--- config.mk ---
export PLATFORM = sky130hd
export DESIGN_NAME = cntr8_sweeper_flat
export DESIGN_NICKNAME = d
export VERILOG_FILES = /design/src/rtl/cntr8_sweeper_if.sv /design/src/rtl/cntr8_sweeper.sv /design/src/flat_wrapper.sv
export SDC_FILE = /design/constraint.sdc
export NUM_CORES = 1
export LEC_CHECK = 0
export BUFFER_PORTS_ARGS = -buffer_cell sky130_fd_sc_hd__buf_4
export CELL_PAD_IN_SITES_DETAIL_PLACEMENT = 1
export CELL_PAD_IN_SITES_GLOBAL_PLACEMENT = 1
export CORE_ASPECT_RATIO = 0.75
export CORE_MARGIN = 2
export CORE_UTILIZATION = 37
export CTS_CLUSTER_DIAMETER = 30
export CTS_CLUSTER_SIZE = 10
export DETAILED_ROUTE_END_ITERATION = 8
export PLACE_DENSITY_LB_ADDON = 0.1
export SYNTH_ARGS = -nofsm -noshare
export SYNTH_HDL_FRONTEND = slang
export SYNTH_SLANG_ARGS = --single-unit
export TNS_END_PERCENT = 50
--- constraint.sdc ---
create_clock -name clk -period 2.9 [get_ports clk]
set_input_delay 0.29 -clock clk [delete_from_list [all_inputs] [get_ports clk]]
set_output_delay 0.29 -clock clk [all_outputs]
set_load 0.03 [all_outputs]
--- src/rtl/cntr8_sweeper_if.sv ---
// cntr8_sweeper_if: control and counter-command bundle between controller and sweeper
interface cntr8_sweeper_if #(parameter int WIDTH = 8, parameter int SWW = 4);
  logic             start;
  logic [WIDTH-1:0] lo;
  logic [WIDTH-1:0] hi;
  logic [SWW-1:0]   n_sweeps;
  logic             load;
  logic             inc;
  logic [WIDTH-1:0] d_in;
  logic [WIDTH-1:0] cnt;
  logic             busy;
  logic             done;
  logic             err;
  logic [2:0]       o_state;
  modport master (
    output start, lo, hi, n_sweeps,
    input  load, inc, d_in, cnt, busy, done, err, o_state
  );
  modport slave (
    input  start, lo, hi, n_sweeps,
    output load, inc, d_in, cnt, busy, done, err, o_state
  );
endinterface

--- src/rtl/cntr8_sweeper.sv ---
// cntr8_sweeper: drives an up/down counter to ping-pong between lo and hi for n sweeps
module cntr8_sweeper #(
  parameter int WIDTH = 8,
  parameter int SWW   = 4
) (
  input  logic           clk,
  input  logic           reset,
  cntr8_sweeper_if.slave bus
);
  typedef enum logic [2:0] {
    IDLE = 3'b000,
    LOAD = 3'b001,
    UP   = 3'b010,
    DOWN = 3'b011,
    DONE = 3'b100
  } state_t;
  state_t           state;
  logic [WIDTH-1:0] cnt;
  logic [WIDTH-1:0] lo_r;
  logic [WIDTH-1:0] hi_r;
  logic [SWW-1:0]   sw_r;
  logic             err;
  logic [WIDTH-1:0] cnt_up;
  logic [WIDTH-1:0] cnt_dn;
  logic             reject;
  assign cnt_up = cnt + 1'b1;
  assign cnt_dn = cnt - 1'b1;
  assign reject = (bus.lo >= bus.hi) || (bus.n_sweeps == '0);
  always_ff @(posedge clk) begin
    if (reset) begin
      state <= IDLE;
      cnt   <= '0;
      lo_r  <= '0;
      hi_r  <= '0;
      sw_r  <= '0;
      err   <= 1'b0;
    end else begin
      case (state)
        IDLE: if (bus.start) begin
          lo_r  <= bus.lo;
          hi_r  <= bus.hi;
          sw_r  <= bus.n_sweeps;
          err   <= reject;
          state <= reject ? DONE : LOAD;
        end
        LOAD: begin
          cnt   <= lo_r;
          state <= UP;
        end
        UP: begin
          cnt <= cnt_up;
          if (cnt_up == hi_r) state <= DOWN;
        end
        DOWN: begin
          cnt <= cnt_dn;
          if (cnt_dn == lo_r) begin
            sw_r  <= sw_r - 1'b1;
            state <= (sw_r == SWW'(1)) ? DONE : UP;
          end
        end
        DONE:    state <= IDLE;
        default: state <= IDLE;
      endcase
    end
  end
  // The counter has no hold input, so every non-stepping state reloads cnt.
  always_comb begin
    bus.load    = (state != UP) && (state != DOWN);
    bus.inc     = state != DOWN;
    bus.d_in    = (state == LOAD) ? lo_r : cnt;
    bus.cnt     = cnt;
    bus.busy    = (state == LOAD) || (state == UP) || (state == DOWN);
    bus.done    = state == DONE;
    bus.err     = err;
    bus.o_state = state;
  end
endmodule

--- src/flat_wrapper.sv ---
// flat-port wrapper written by rule: the top's interface ports become plain ports
module cntr8_sweeper_flat 
#(
  parameter int WIDTH = 8,
  parameter int SWW   = 4
)
  (clk, reset, bus_start, bus_lo, bus_hi, bus_n_sweeps, bus_load, bus_inc, bus_d_in, bus_cnt, bus_busy, bus_done, bus_err, bus_o_state);
  cntr8_sweeper_if #(.WIDTH(WIDTH), .SWW(SWW)) bus_i ();
  input  logic clk;
  input  logic reset;
  input wire logic [$bits(bus_i.start)-1:0] bus_start;
  input wire logic [$bits(bus_i.lo)-1:0] bus_lo;
  input wire logic [$bits(bus_i.hi)-1:0] bus_hi;
  input wire logic [$bits(bus_i.n_sweeps)-1:0] bus_n_sweeps;
  output wire logic [$bits(bus_i.load)-1:0] bus_load;
  output wire logic [$bits(bus_i.inc)-1:0] bus_inc;
  output wire logic [$bits(bus_i.d_in)-1:0] bus_d_in;
  output wire logic [$bits(bus_i.cnt)-1:0] bus_cnt;
  output wire logic [$bits(bus_i.busy)-1:0] bus_busy;
  output wire logic [$bits(bus_i.done)-1:0] bus_done;
  output wire logic [$bits(bus_i.err)-1:0] bus_err;
  output wire logic [$bits(bus_i.o_state)-1:0] bus_o_state;
  assign bus_i.start = bus_start;
  assign bus_i.lo = bus_lo;
  assign bus_i.hi = bus_hi;
  assign bus_i.n_sweeps = bus_n_sweeps;
  assign bus_load = bus_i.load;
  assign bus_inc = bus_i.inc;
  assign bus_d_in = bus_i.d_in;
  assign bus_cnt = bus_i.cnt;
  assign bus_busy = bus_i.busy;
  assign bus_done = bus_i.done;
  assign bus_err = bus_i.err;
  assign bus_o_state = bus_i.o_state;
  cntr8_sweeper #(.WIDTH(WIDTH), .SWW(SWW)) u_core (.clk(clk), .reset(reset), .bus(bus_i));
endmodule
==> flow_summary.ini <==
[power]
powerDensity_mw_per_mm2 = 663.6
p_total_mw = 1.964
vdd_drop_max_mv = 0.2753
power.leakage_nw = 1.211

[clocking]
cts_max_level = 2
cts.clk_slew.worst_paths_ps = 80
clk_path_buf_depth = 2
postCtsHoldBufs = 0
clock_sink_count = 32
cts_tree = yes
cts_root_buf = clkbuf_8
clock_latency_ps = 290
cts_resized = 0
cts_buffers = 5
cts_setup_buffers = 0

[setup_path]
crit_path_start = u_core.bus.cnt[0]
start_kind = register
cp_slowest_stage_delay_ps = 500
crit_buf_inv = 1
cp_slowest_cell = or3b_1
cp.required_ps = 3100
rr_endpoint = u_core.sw_r[3]
end_kind = register
worstPathCellList = inv_1 -> ha_1 -> or3b_1 -> o21ai_1 -> o221ai_2 -> or3_4 -> o31a_1 -> a311oi_1
rr_startpoint = u_core.bus.cnt[0]
cp.arrival_ps = 2830
reg2reg_slack_ps = 270
worstSetupPathType = reg -> reg
crit_fanout = 8
path_delay_family = simple AND/OR/NAND/NOR gates
reg2regPathDepth = 8

[route]
vias = 2550
drt-total-wl_mm = 8.169
drt-vias-per-instance = 5.568
route.detailed.drc = 0
wl_per_cell_um = 17.84
antenna_left = 0
drt_iter0_drc = 126
first_pass_iters = 4

[timing]
fmax_mhz = 380.4
hold_viol_final = 0
finalMaxSlewViolations = 0
clock_skew_ps = 8.057
timing.setup.tns_ps = 0
worstMarginPinSlew_ps = 606.7
finalCriticalPeriod_ps = 2629
relSlewSlack = 0.5924
min_period_over_period = 0.9065
setup_viol = 0
grt_setup_unrepaired = false

[global_route]
grt_max_degree = 31
antenna_found_initial = 0
first_global_vias = 2569
overflow = 0
grtUsageTotal = 0.2345
grt_pass1_wl_mm = 13.40

[synth]
synth.net_count = 369
async_flop_share = 0
synthTopCellsByArea = dfxtp_1 (26%), nand2_1 (8.2%), a21oi_1 (7.0%)
ys_warn_count = 0
ys_seq_elements = 32
syn_inst = 334
yosysTopAreaCellShare = 0.2639
netlist_area_mm2 = 0.002427
synth_edf_count = 0
synth-seq-area-share = 0.2639
synth_flop_cell = dfxtp_1
postSynthAreaPerCell_um2 = 7.267
synth_largest_area_cell = dfxtp_1
synth.distinct_cells = 53

[floorplanning]
core_area_mm2 = 0.006319
start_util = 0.3842
num_rows = 25
num_io_pins = 47
die_x_um = 97.53
die-area_mm2 = 0.007231
die_y_um = 74.15

[place]
postPlaceCellArea_mm2 = 0.002865
portBuffers = 46
gp_congestion = 0.8882
hpwl_mm = 6.431

[finish]
final_util = 0.4683
final_common_cell = buf_4
fillers = 825
seqCellArea_um2 = 640.6
layout_common_cells = buf_4 (57), nand2_1 (53), a21oi_1 (34)
multi_input_area_mm2 = 0.001620
area_delta_synth_final_pct = 21.91
drive_gt1_frac = 0.2069
fin_area_mm2 = 0.002959
nets = 411
diodes = 0

[flow_run]
max_cap_viol_count = 0

[hold_path]
hold_start = bus_lo[7]
hold_path_depth = 3
min_path_type = in -> reg
holdPathEnd = u_core.lo_r[7]

[status]
outcome = finished, final reports clean
==> how the worst max path moves through the flow <==
stage | endpoint | slack (ps) | cells past startpoint
floorplan | u_core.sw_r[2] | 300 | 10
global placement | u_core.sw_r[3] | 400 | 8
detailed placement | u_core.sw_r[2] | 320 | 8
CTS | u_core.sw_r[0] | 300 | 8
global route | u_core.sw_r[0] | 110 | 8
finish | u_core.sw_r[3] | 270 | 8
==> metal layers <==
| metal | up-vias | GRT usage | routed length (um) |
|---|---|---|---|
| li1 | 1248 | - | - |
| met1 | 1229 | 0.3326 | 4124 |
| met2 | 57 | 0.3747 | 3537 |
| met3 | 16 | 0.03853 | 365 |
| met4 | 0 | 0.06481 | 142 |
| met5 | - | 0 | 0 |
==> worst reg2reg max path, stage by stage, from the launching register on <==
cell and delay (ps):
dfxtp_1 390, inv_1 110, ha_1 230, or3b_1 500, o21ai_1 220, o221ai_2 130, or3_4 430, o31a_1 300
a311oi_1 240
==> Yosys cell counts, types with 2 or more instances <==
cell type   n
nand2_1    53
a21oi_1    34
dfxtp_1    32
nor2_1     32
inv_1      20
clkbuf_1   18
nor3_1     17
xnor2_1    13
ha_1       12
o21ai_0    12
xor2_1      8
nand3_1     7
a211oi_1    6
mux2_2      5
o21a_1      5
a311oi_1    4
mux2i_1     3
nand4_1     3
o31a_1      3
or3_1       3
a21o_1      2
and2_1      2
buf_1       2
nand2b_1    2
nor4b_2     2
o211ai_1    2
o21ai_1     2
o22ai_1     2
o41ai_1     2
or2_2       2
or4_1       2
==> power by group <==
| part | internal (mW) | switching (mW) |
|---|---|---|
| clock | 0.193 | 0.185 |
| combinational | 0.405 | 0.567 |
| sequential | 0.497 | 0.116 |
| total | 1.10 | 0.868 |
==> layout make-up <==
type | instances | area share
clock inverter | 1 | 0.002537
sequential | 32 | 0.2165
timing repair buffer | 57 | 0.1446
clock buffer | 7 | 0.02918
tap | 81 | 0.03425
inverter | 20 | 0.02537
multi-input combinational | 260 | 0.5476
==> registers in the layout, summed over array words and instances, names as in the netlist <==
| signal | count |
|---|---|
| u_core.lo_r | 8 |
| u_core.hi_r | 8 |
| u_core.bus.cnt | 8 |
| u_core.sw_r | 4 |
| u_core.bus.o_state | 3 |
| u_core.bus.err | 1 |
==> metrics by stage <==
stage	setup slack, ps	hold WS [ps]	instances
floorplan	304.6	426.0	334
global placement	400.8	459.1	450
detailed placement	321.8	474.5	450
CTS	304.8	250.4	458
global route	109.9	257.5	458
finish	271.2	248.4	458
==> kinds of logic (layout without fill, tap and decap cells) <==
family / after synthesis / in the layout / share of synthesized area
mux: 8 / 8 / 0.03557
flops: 32 / 32 / 0.2639
xor+xnor: 22 / 22 / 0.08505
fa+ha+maj: 12 / 12 / 0.06185
compound gates: 84 / 84 / 0.2217
buf+inv: 42 / 85 / 0.06855
simple gates: 134 / 134 / 0.2634
No activity file was read; power rests on OpenSTA's default activity.
